`src/rtl/hid_link_pkg.sv`:
```
// Shared definitions for the 3-wire HID serial link (transmitter and receiver).
package hid_link_pkg;

  localparam int unsigned HID_DATA_W_DEF  = 16;
  localparam int unsigned HID_CLK_DIV_DEF = 25;

  typedef enum logic [2:0] {
    IDLE,
    SETUP,
    HIGH,
    STROBE,
    GAP
  } hid_state_e;

  // Width of a counter that must hold 0..n-1; never narrower than one bit.
  function automatic int unsigned cnt_w(input int unsigned n);
    return (n <= 1) ? 1 : $clog2(n);
  endfunction

endpackage

```
`src/rtl/hid_half_tick.sv`:
```
// Link half-period divider: pulses tick_o on the last of CLK_DIV enabled cycles.
module hid_half_tick
  import hid_link_pkg::*;
#(
  parameter int unsigned CLK_DIV = HID_CLK_DIV_DEF
) (
  input  logic clk_i,
  input  logic rst_n_i,
  input  logic clear_i,
  input  logic en_i,
  output logic tick_o
);

  localparam int unsigned    DW   = cnt_w(CLK_DIV);
  localparam logic [DW-1:0]  LAST = DW'(CLK_DIV - 1);

  logic [DW-1:0] cnt_q, cnt_d;

  always_comb begin
    cnt_d  = cnt_q;
    tick_o = 1'b0;
    if (clear_i) begin
      cnt_d = '0;
    end else if (en_i) begin
      if (cnt_q == LAST) begin
        cnt_d  = '0;
        tick_o = 1'b1;
      end else begin
        cnt_d = cnt_q + 1'b1;
      end
    end
  end

  always_ff @(posedge clk_i) begin
    if (!rst_n_i) cnt_q <= '0;
    else          cnt_q <= cnt_d;
  end

endmodule

```
`src/rtl/hid_link_tx.sv`:
```
// HID link transmitter: shifts parallel words out MSB first on dat/clk,
// then pulses str so the receiver latches the word. Lines are active-low.
module hid_link_tx
  import hid_link_pkg::*;
#(
  parameter int unsigned DATA_W  = HID_DATA_W_DEF,
  parameter int unsigned CLK_DIV = HID_CLK_DIV_DEF
) (
  input  logic              sys_clk,
  input  logic              sys_rst_n,
  input  logic [DATA_W-1:0] in_data,
  input  logic              in_valid,
  output logic              in_ready,
  output logic              busy,
  output logic              frame_done,
  output logic              hid_dat_n,
  output logic              hid_clk_n,
  output logic              hid_str_n
);

  localparam int unsigned   BW       = $clog2(DATA_W) + 1;
  localparam logic [BW-1:0] LAST_BIT = BW'(DATA_W - 1);

  hid_state_e        state_q, state_d;
  logic [DATA_W-1:0] shift_q, shift_d;
  logic [BW-1:0]     bit_q, bit_d;
  logic              in_ready_q, busy_q, frame_done_q, frame_done_d;
  logic              dat_n_q, clk_n_q, str_n_q;
  logic              dat_d, clk_d, str_d;
  logic              tick, accept;

  assign accept = in_valid && in_ready_q;

  hid_half_tick #(
    .CLK_DIV (CLK_DIV)
  ) u_half_tick (
    .clk_i   (sys_clk),
    .rst_n_i (sys_rst_n),
    .clear_i (state_q == IDLE),
    .en_i    (state_q != IDLE),
    .tick_o  (tick)
  );

  always_comb begin
    state_d      = state_q;
    shift_d      = shift_q;
    bit_d        = bit_q;
    frame_done_d = 1'b0;
    unique case (state_q)
      IDLE: begin
        if (accept) begin
          shift_d = in_data;
          bit_d   = '0;
          state_d = SETUP;
        end
      end
      SETUP: if (tick) state_d = HIGH;
      HIGH: begin
        if (tick) begin
          if (bit_q == LAST_BIT) begin
            state_d = STROBE;
          end else begin
            shift_d = shift_q << 1;
            bit_d   = bit_q + 1'b1;
            state_d = SETUP;
          end
        end
      end
      STROBE: if (tick) state_d = GAP;
      GAP: begin
        if (tick) begin
          state_d      = IDLE;
          frame_done_d = 1'b1;
        end
      end
      default: state_d = IDLE;
    endcase

    // Line levels are decoded from the next state so every output is a flop.
    dat_d = ((state_d == SETUP) || (state_d == HIGH)) && shift_d[DATA_W-1];
    clk_d = (state_d == HIGH);
    str_d = (state_d == STROBE);
  end

  always_ff @(posedge sys_clk) begin
    if (!sys_rst_n) begin
      state_q      <= IDLE;
      shift_q      <= '0;
      bit_q        <= '0;
      in_ready_q   <= 1'b0;
      busy_q       <= 1'b0;
      frame_done_q <= 1'b0;
      dat_n_q      <= 1'b1;
      clk_n_q      <= 1'b1;
      str_n_q      <= 1'b1;
    end else begin
      state_q      <= state_d;
      shift_q      <= shift_d;
      bit_q        <= bit_d;
      in_ready_q   <= (state_d == IDLE);
      busy_q       <= (state_d != IDLE);
      frame_done_q <= frame_done_d;
      dat_n_q      <= ~dat_d;
      clk_n_q      <= ~clk_d;
      str_n_q      <= ~str_d;
    end
  end

  assign in_ready   = in_ready_q;
  assign busy       = busy_q;
  assign frame_done = frame_done_q;
  assign hid_dat_n  = dat_n_q;
  assign hid_clk_n  = clk_n_q;
  assign hid_str_n  = str_n_q;

endmodule
```
`config.mk`:
```
export PLATFORM = sky130hd
export DESIGN_NAME = hid_link_tx
export DESIGN_NICKNAME = d
export VERILOG_FILES = /design/src/rtl/hid_link_pkg.sv /design/src/rtl/hid_half_tick.sv /design/src/rtl/hid_link_tx.sv
export SDC_FILE = /design/constraint.sdc
export NUM_CORES = 1
export LEC_CHECK = 0
export CAP_MARGIN = 30
export CORE_MARGIN = 3
export CORE_UTILIZATION = 49
export CTS_BUF_LIST = sky130_fd_sc_hd__clkbuf_16
export CTS_CLUSTER_DIAMETER = 40
export CTS_CLUSTER_SIZE = 8
export DETAILED_ROUTE_END_ITERATION = 12
export PLACE_DENSITY_LB_ADDON = 0.25
export SLEW_MARGIN = 0
export SYNTH_ARGS = -nofsm -noshare
export SYNTH_HDL_FRONTEND = slang
export SYNTH_HIERARCHICAL = 1
export SYNTH_SLANG_ARGS = --single-unit
```
`constraint.sdc`:
```
create_clock -name sys_clk -period 3.4 [get_ports sys_clk]
set_clock_uncertainty 0.05 [all_clocks]
set_input_delay 0.68 -clock sys_clk [delete_from_list [all_inputs] [get_ports sys_clk]]
set_output_delay 0.68 -clock sys_clk [all_outputs]
set_load 0.02 [all_outputs]
```
==> results of run 1 <==
-- per-layer routing --
layer  up-vias  GRT usage [%]  wire, um
met5         -              0         0
met2        23           28.8      1500
met3         6           6.42       132
met4         0           5.66        46
li1        664              -         -
met1       603           21.2      1400
-- worst paths after layout --
check                     startpoint                       to  slack (ns)  depth (start not counted)
max            state_q[0]$_SDFF_PN0_   shift_q[15]$_SDFF_PN0_        0.94                          8
min reg2reg  shift_q[2]$_SDFFE_PN0P_  shift_q[2]$_SDFFE_PN0P_        0.40                          2
min          shift_q[2]$_SDFFE_PN0P_  shift_q[2]$_SDFFE_PN0P_        0.40                          2
max reg2reg    state_q[0]$_SDFF_PN0_   shift_q[15]$_SDFF_PN0_        0.94                          8
-- tightest hold or removal path, stage by stage (launching register included) --
cell	delay, ns
dfxtp_1	0.30
nand2_1	0.05
a21boi_1	0.05
-- stage by stage --
stage / hold slack (ns) / utilization (%)
after global routing: 0.422 / 64.7
after floorplan: 0.381 / -
after detailed placement: 0.396 / 60.2
after CTS: 0.403 / 64.7
final: 0.403 / 64.7
after global placement: 0.389 / 60.2
-- cells by family (layout without fill, tap and decap cells) --
kind of cell / Yosys count / count (layout) / share of synthesized area (%)
buffers and inverters: 15 / 40 / 5.04
AO/OA/AOI/OAI: 48 / 48 / 22.3
XOR/XNOR: 5 / 5 / 2.72
adder cells (fa/ha/maj): 4 / 4 / 3.10
multiplexers: 3 / 3 / 1.94
flip-flops: 35 / 35 / 43.4
AND/OR/NAND/NOR: 64 / 64 / 21.4
-- layout make-up --
type,count,area (um2),area share (%)
Multi-Input combinational cell,124,831,41.4
Clock buffer,5,125,6.23
Tap cell,44,55.1,2.74
Timing Repair Buffer,26,255,12.7
Inverter,6,25.0,1.25
Clock inverter,3,15.0,0.748
Sequential cell,35,701,34.9
-- state kept, by name, indices dropped and copies added (netlist names) --
register           flops
hid_str_n              1
in_ready               1
hid_clk_n              1
busy                   1
frame_done             1
state_q                3
u_half_tick/cnt_q      5
hid_dat_n              1
shift_q               16
bit_q                  5
-- layout by cell type (no fill, tap or decap), types with 6 or more instances in the layout --
cell type | synthesis | routed
a22oi_1 | 15 | 15
nand2_1 | 23 | 23
nor2_1 | 10 | 10
a21boi_1 | 11 | 11
o21ai_0 | 6 | 6
clkdlybuf4s50_1 | 0 | 24
dfxtp_1 | 35 | 35
nor2b_1 | 6 | 6
a21boi_0 | 7 | 7
-- power breakdown --
part	switching [mW]	internal, mW
Sequential	0.00857	0.423
Clock	0.161	0.266
Combinational	0.0397	0.0453
==> impl_metrics.json, run 1 <==
{
  "grt_pass1_wl_mm": 5.53,
  "portBuffers": 24,
  "design_power_total_mw": 0.943,
  "cp_slowest_cell": "dfxtp_1",
  "status": "complete, no violations",
  "postCtsHoldBufs": 0,
  "route.detailed.drc": 0,
  "setup_viol": 0,
  "ys_top_cells_by_area": "dfxtp_1 (43%), a22oi_1 (7.0%), nand2_1 (5.4%)",
  "setup.worst_path.start_class": "register",
  "cts_tree": "done",
  "endpoint_kind": "register",
  "vias": 1296,
  "dp_hpwl_mm": 2.14,
  "core_area_um2": 3100,
  "first_global_vias": 1221,
  "fillCellCount": 279,
  "first_pass_iters": 4,
  "drive_gt1_share_pct": 9.55,
  "gp_congestion": 0.816,
  "synth.most_common_cell": "dfxtp_1",
  "fin_area_um2": 2010,
  "cp_max_fo": 19,
  "cp_top_family": "simple AND/OR/NAND/NOR gates",
  "cts_buffer_depth": 2,
  "place_area_um2": 1870,
  "fin_crit_sh_pct": 72.3,
  "drv_slew": 0,
  "max_cap_viol_count": 0,
  "synth_top_area_share_pct": 43.4,
  "cts_sinks": 35,
  "cts_root_buf": "clkbuf_16",
  "htree_levels": 2,
  "yosys-top-cells-count": "dfxtp_1 (35), nand2_1 (23), a22oi_1 (15), a21boi_1 (11), nor2_1 (10)",
  "yosys.area.top_type": "dfxtp_1",
  "period_minus_slack_ns": 2.46,
  "num_rows": 20,
  "drt_wl_total_mm": 3.08,
  "grt_use_total_pct": 17.5,
  "start_util_pct": 52.0,
  "setup_tns_ns": 0,
  "overflow": 0,
  "io_pins": 25,
  "layout_setup_ws_ns": 0.942,
  "synth-edff-count": 0,
  "postRouteAntennaNets": 0,
  "slew_headroom_pct": 66.5,
  "placed_cells": 235,
  "dr.first_iter.drc_count": 71,
  "rsz0062_at_grt": "false",
  "fp.dieW_um": 63.4,
  "max_stage_delay_ns": 0.54,
  "fmax_mhz": 407,
  "netlist_instances": 174,
  "die_y_um": 63.4,
  "crit_path_cell_trace": "or3_4 > inv_4 > nor4_1 > buf_4 > and4bb_4 > a22oi_4 > a221o_1 > and2_1",
  "cp.arrival_ns": 2.58,
  "grt_max_degree": 27,
  "synth_cell_types": 44,
  "numCtsBuffers": 5,
  "worst_ir_drop_vdd_mv": 0.317,
  "yosysSeqAreaShare_pct": 43.4,
  "dieArea_um2": 4020,
  "worstMarginPinSlew_ns": 0.502,
  "path_class": "reg2reg",
  "hold_viol_final": 0,
  "clk_pin_slew_ns": 0.05,
  "hp-class": "reg2reg",
  "worstPathRequired_ns": 3.52,
  "critPathBufInv": 2,
  "diodes": 0,
  "power_density_nw_per_um2": 470,
  "yosys_warnings": 6,
  "wl_per_cell_um": 12.7,
  "synth_flop_cell": "dfxtp_1",
  "post_cts_resized": 0,
  "nets": 221,
  "clk_latency_ns": 0.28,
  "avgSynthCellArea_um2": 9.27,
  "instances_no_fill": 243,
  "async_reset_ff_share_pct": 0,
  "vias_per_cell": 5.33,
  "antenna_found_initial": 0,
  "p_leak_nw": 0.683,
  "postCtsSetupBuffers": 0,
  "syn_area_um2": 1610,
  "synth_fp_nets": 197,
  "syn_to_final_growth_pct": 24.4,
  "synth-seq-cells": 35,
  "post-place-ws_ns": 0.956
}
Power figures use the tool's default switching activity.
==> inputs of run 2 (changes only) <==
CORE_UTILIZATION = 47   (was 49)
clock period = 2.23 ns   (was 3.4 ns; I/O delays follow)
==> run 2 against run 1 <==
Net effect:
- core utilization up 1.2 points
- sequential share of layout area down 1.2 points
- first-iteration DRC count down 35%
- sequential power up 52%
- register-to-register slack worse by 0.85 ns
- setup slack worse by 0.85 ns
- clock power up 77%
- critical path depth down 1
==> impl_metrics.json, run 2 (synthesized netlist as in run 1, its figures left out) <==
{
  "holdPathStages": 2,
  "gp_congestion": 0.825,
  "num_rows": 20,
  "dieArea_um2": 4170,
  "setup_tns_ns": 0,
  "hold_end": "bit_q[4]$_SDFFE_PN0P_",
  "max_cap_viol_count": 0,
  "drt_wl_total_mm": 3.11,
  "cp_slowest_cell": "or3_4",
  "p_leak_nw": 0.720,
  "cts_tree": "done",
  "drv_slew": 0,
  "rsz0062_at_grt": "false",
  "cp_max_fo": 18,
  "overflow": 0,
  "crit_path_cell_trace": "or3_4 > nand2_2 > nor4_4 > and4bb_4 > and2_4 > a221o_1 > and2_1",
  "r2r_slack_ns": 0.09,
  "r2r_end": "shift_q[15]$_SDFF_PN0_",
  "top_regs": "shift_q x16, bit_q x5, u_half_tick/cnt_q x5",
  "hold_viol_final": 0,
  "io_pins": 25,
  "place_area_um2": 1910,
  "clk_latency_ns": 0.27,
  "cts_root_buf": "clkbuf_16",
  "route.detailed.drc": 0,
  "post_cts_resized": 0,
  "fmax_mhz": 467,
  "path_class": "reg2reg",
  "multi_input_comb_area_um2": 846,
  "regArea_um2": 701,
  "die_y_um": 64.6,
  "clk_pin_slew_ns": 0.05,
  "setup_viol": 0,
  "vias_per_cell": 5.13,
  "setup.worst_path.start_class": "register",
  "layout_common_cells": "dfxtp_1 (35), clkdlybuf4s50_1 (24), nand2_1 (23)",
  "numCtsBuffers": 5,
  "drive_gt1_share_pct": 12.3,
  "hp-class": "reg2reg",
  "postCtsSetupBuffers": 0,
  "cp.arrival_ns": 2.25,
  "cts_sinks": 35,
  "status": "complete, no violations",
  "core_area_um2": 3150,
  "dr.first_iter.drc_count": 46,
  "grt_pass1_wl_mm": 5.44,
  "period_minus_slack_ns": 2.14,
  "fin_area_um2": 2080,
  "grt_max_degree": 22,
  "fp.dieW_um": 64.6,
  "antenna_found_initial": 0,
  "first_pass_iters": 4,
  "max_stage_delay_ns": 0.47,
  "reg2reg_depth": 7,
  "largest_reg_flops": 16,
  "nets": 225,
  "htree_levels": 2,
  "fin_crit_sh_pct": 96.0,
  "postCtsHoldBufs": 0,
  "postRouteAntennaNets": 0,
  "mostFrequentLayoutCell": "dfxtp_1",
  "dp_hpwl_mm": 2.31,
  "worstPathRequired_ns": 2.34,
  "cts_buffer_depth": 2,
  "worstMarginPinSlew_ns": 0.351,
  "largest_register": "shift_q",
  "wl_per_cell_um": 12.6,
  "crit-reg2reg-launch": "state_q[1]$_SDFF_PN0_",
  "min-delay-start": "bit_q[4]$_SDFFE_PN0P_",
  "power_density_nw_per_um2": 746,
  "diodes": 0,
  "syn_to_final_growth_pct": 28.7,
  "slew_headroom_pct": 76.6,
  "first_global_vias": 1235,
  "portBuffers": 24,
  "fillCellCount": 276,
  "worst_ir_drop_vdd_mv": 0.431,
  "start_util_pct": 51.2,
  "vias": 1268,
  "grt_use_total_pct": 16.7,
  "endpoint_kind": "register",
  "worstSetupStartpoint": "state_q[1]$_SDFF_PN0_"
}
run 2: metal layers:
layer	vias to the layer above	routed length, um	track usage (%)
li1	667	-	-
met1	577	1400	20.7
met2	20	1580	28.5
met3	4	103	3.64
met4	0	27	5.54
met5	-	0	0
run 2: worst max-delay path by stage:
| stage | slack (ns) | endpoint | cells past startpoint |
|---|---|---|---|
| floorplan | 0.01 | shift_q[15]$_SDFF_PN0_ | 9 |
| global placement | 0.15 | shift_q[15]$_SDFF_PN0_ | 7 |
| detailed placement | 0.09 | shift_q[15]$_SDFF_PN0_ | 7 |
| CTS | 0.08 | shift_q[15]$_SDFF_PN0_ | 7 |
| global route | 0.005 | shift_q[15]$_SDFF_PN0_ | 7 |
| finish | 0.09 | shift_q[15]$_SDFF_PN0_ | 7 |
run 2: layout make-up:
type                       instances  share of cell area, %
clock inverter                     3                   1.87
inverter                           6                   1.21
timing repair buffer              30                   13.7
multi-input combinational        124                   40.7
tap                               44                   2.65
sequential                        35                   33.8
clock buffer                       5                   6.03
run 2: worst max-delay path: cells and delay by family, from the launching register on:
| family | cells | cell delay, ns |
|---|---|---|
| AO/OA/AOI/OAI | 1 | 0.37 |
| flip-flops | 1 | 0.31 |
| AND/OR/NAND/NOR | 6 | 1.30 |
run 2: report_power, final:
part	switching (mW)	internal (mW)	leakage [nW]	total, mW
sequential	0.00951	0.646	0.284	0.655
combinational	0.0645	0.0725	0.355	0.137
clock	0.236	0.520	0.0812	0.756
run 2: metrics by stage:
step / utilization, % / power (mW) / hold slack [ns] / std cells / setup slack (ns)
global placement: 60.6 / 0.801 / 0.387 / 239 / 0.155
global route: 65.8 / 1.61 / 0.431 / 247 / 0.00478
detailed placement: 60.6 / 0.807 / 0.393 / 239 / 0.0946
CTS: 65.8 / 1.56 / 0.400 / 247 / 0.0788
finish: 65.8 / 1.55 / 0.397 / 247 / 0.0892
floorplan: - / 0.750 / 0.381 / 174 / 0.0140
==> inputs of run 3 (changes only) <==
SETUP_SLACK_MARGIN = 0.05   (was default)
==> run 3 against run 2 <==
Net effect:
- register-to-register slack improved by 0.06 ns
- fmax increased by 3.1%
- sequential power about the same
- critical path type unchanged
- critical endpoint unchanged
- largest power group unchanged
==> impl_metrics.json, run 3 (synthesized netlist as in run 1, its figures left out) <==
{
  "cp_top_family": "simple AND/OR/NAND/NOR gates",
  "setup.worst_path.start_class": "register",
  "max_stage_delay_ns": 0.46,
  "fp.dieW_um": 64.6,
  "fin_crit_sh_pct": 93.1,
  "power.net_switching_mw": 0.316,
  "cp_slowest_cell": "or3_4",
  "numCtsBuffers": 5,
  "fmax_mhz": 481,
  "drt_wl_total_mm": 3.30,
  "wl_per_cell_um": 13.2,
  "drv_slew": 0,
  "diodes": 0,
  "cts_tree": "done",
  "max_cap_viol_count": 0,
  "hp-class": "reg2reg",
  "status": "complete, no violations",
  "start_util_pct": 51.2,
  "portBuffers": 24,
  "dr.max_layer_used": "met4",
  "core_area_um2": 3150,
  "dieArea_um2": 4170,
  "worstPathRequired_ns": 2.35,
  "critPathBufInv": 1,
  "multi_input_comb_area_um2": 855,
  "dp_hpwl_mm": 2.37,
  "power_density_nw_per_um2": 741,
  "route.detailed.drc": 0,
  "clk_pin_slew_ns": 0.05,
  "nets": 227,
  "p_leak_nw": 0.745,
  "vias_per_cell": 5.36,
  "clkPwrFrac_pct": 48.8,
  "worst_ir_drop_vdd_mv": 0.516,
  "postCtsHoldBufs": 0,
  "endpoint_kind": "register",
  "mostFrequentLayoutCell": "dfxtp_1",
  "setup_viol": 0,
  "crit_path_cell_trace": "or3_4 > inv_4 > nor4_4 > and4bb_4 > and2_4 > a221o_1 > and2_1",
  "wl_met2_mm": 1.73,
  "pwr-share-comb_pct": 9.1,
  "top_regs": "shift_q x16, bit_q x5, u_half_tick/cnt_q x5",
  "drive_gt1_share_pct": 14.1,
  "gp_congestion": 0.783,
  "setup_tns_ns": 0,
  "worstMarginPinSlew_ns": 0.366,
  "slew_headroom_pct": 75.6,
  "swShare_pct": 20.3,
  "r2r_slack_ns": 0.15,
  "largest_reg_flops": 16,
  "cts_buffer_depth": 2,
  "pwr-share-seq_pct": 42.1,
  "syn_to_final_growth_pct": 30.3,
  "dr.first_iter.drc_count": 66,
  "antenna_found_initial": 0,
  "htree_levels": 2,
  "grt_pass1_wl_mm": 5.80,
  "instances_no_fill": 249,
  "fillCellCount": 282,
  "largest_register": "shift_q",
  "p_int_mw": 1.24,
  "path_class": "reg2reg",
  "routedLengthMet1_mm": 1.38,
  "io_pins": 25,
  "num_rows": 20,
  "cp.arrival_ns": 2.20,
  "die_y_um": 64.6,
  "layout_setup_ws_ns": 0.153,
  "cts_root_buf": "clkbuf_16",
  "placed_cells": 239,
  "wl_met3_um": 137,
  "period_minus_slack_ns": 2.08,
  "post-place-ws_ns": 0.112,
  "first_global_vias": 1339,
  "layout_common_cells": "dfxtp_1 (34), clkdlybuf4s50_1 (24), nand2_1 (23)",
  "clk_latency_ns": 0.28,
  "hold_viol_final": 0,
  "overflow": 0,
  "cp_max_fo": 9,
  "first_pass_iters": 4,
  "postRouteAntennaNets": 0,
  "rsz0062_at_grt": "true",
  "grt_use_total_pct": 18.0,
  "grt_max_degree": 24,
  "vias": 1334,
  "cts_sinks": 35,
  "regArea_um2": 702
}
## run 3: changes by cell type in the layout (fill, tap and decap cells not counted)
cell     change
a21oi_1      -1
a21oi_2      +1
buf_4        +2
dfxtp_1      -1
dfxtp_2      +1
nand2_2      -1
nand2_4      +1
## run 3: layer usage
| metal | vias to the layer above | track usage [%] |
|---|---|---|
| met4 | 0 | 6.33 |
| met1 | 636 | 19.3 |
| met3 | 6 | 6.24 |
| met2 | 20 | 32.5 |
| li1 | 672 | - |
| met5 | - | 0 |
## run 3: metrics by stage
step	utilization [%]	total power [mW]	hold WS (ns)	instance area (um2)
detailed placement	60.8	0.810	0.395	1920
floorplan	-	0.751	0.381	1630
finish	66.6	1.56	0.397	2100
global placement	60.8	0.804	0.387	1920
global route	66.6	1.62	0.426	2100
CTS	66.0	1.57	0.402	2080
## run 3: area by class of cell
class / count / share of cell area, %
clock inverter: 3 / 1.85
sequential: 35 / 33.4
inverter: 6 / 1.19
multi-input combinational: 124 / 40.7
timing repair buffer: 32 / 14.3
tap: 44 / 2.62
clock buffer: 5 / 5.96
## run 3: power groups by stage
stage	clock network, mW	registers, mW	logic, mW
2_1_floorplan	0	0.671	0.0800
3_3_place_gp	0	0.667	0.137
3_5_place_dp	0	0.668	0.141
4_1_cts	0.773	0.655	0.143
5_1_grt	0.808	0.657	0.155
6_report	0.759	0.656	0.142
## run 3: repair_timing
action,in CTS,in global routing
endpoints found under the setup margin,0,3
gates resized for setup,0,1
buffers inserted,0,2
## run 3: final timing paths
check	from	endpoint	cells past startpoint
min	bit_q[4]$_SDFFE_PN0P_	bit_q[4]$_SDFFE_PN0P_	2
min reg2reg	bit_q[4]$_SDFFE_PN0P_	bit_q[4]$_SDFFE_PN0P_	2
max	state_q[2]$_SDFF_PN0_	shift_q[15]$_SDFF_PN0_	7
max reg2reg	state_q[2]$_SDFF_PN0_	shift_q[15]$_SDFF_PN0_	7
## run 3: worst reg2reg max path, stage by stage, from the launching register on
cell and delay, ns:
dfxtp_2 0.36, or3_4 0.46, inv_4 0.11, nor4_4 0.06, and4bb_4 0.24, and2_4 0.17
a221o_1 0.36, and2_1 0.16
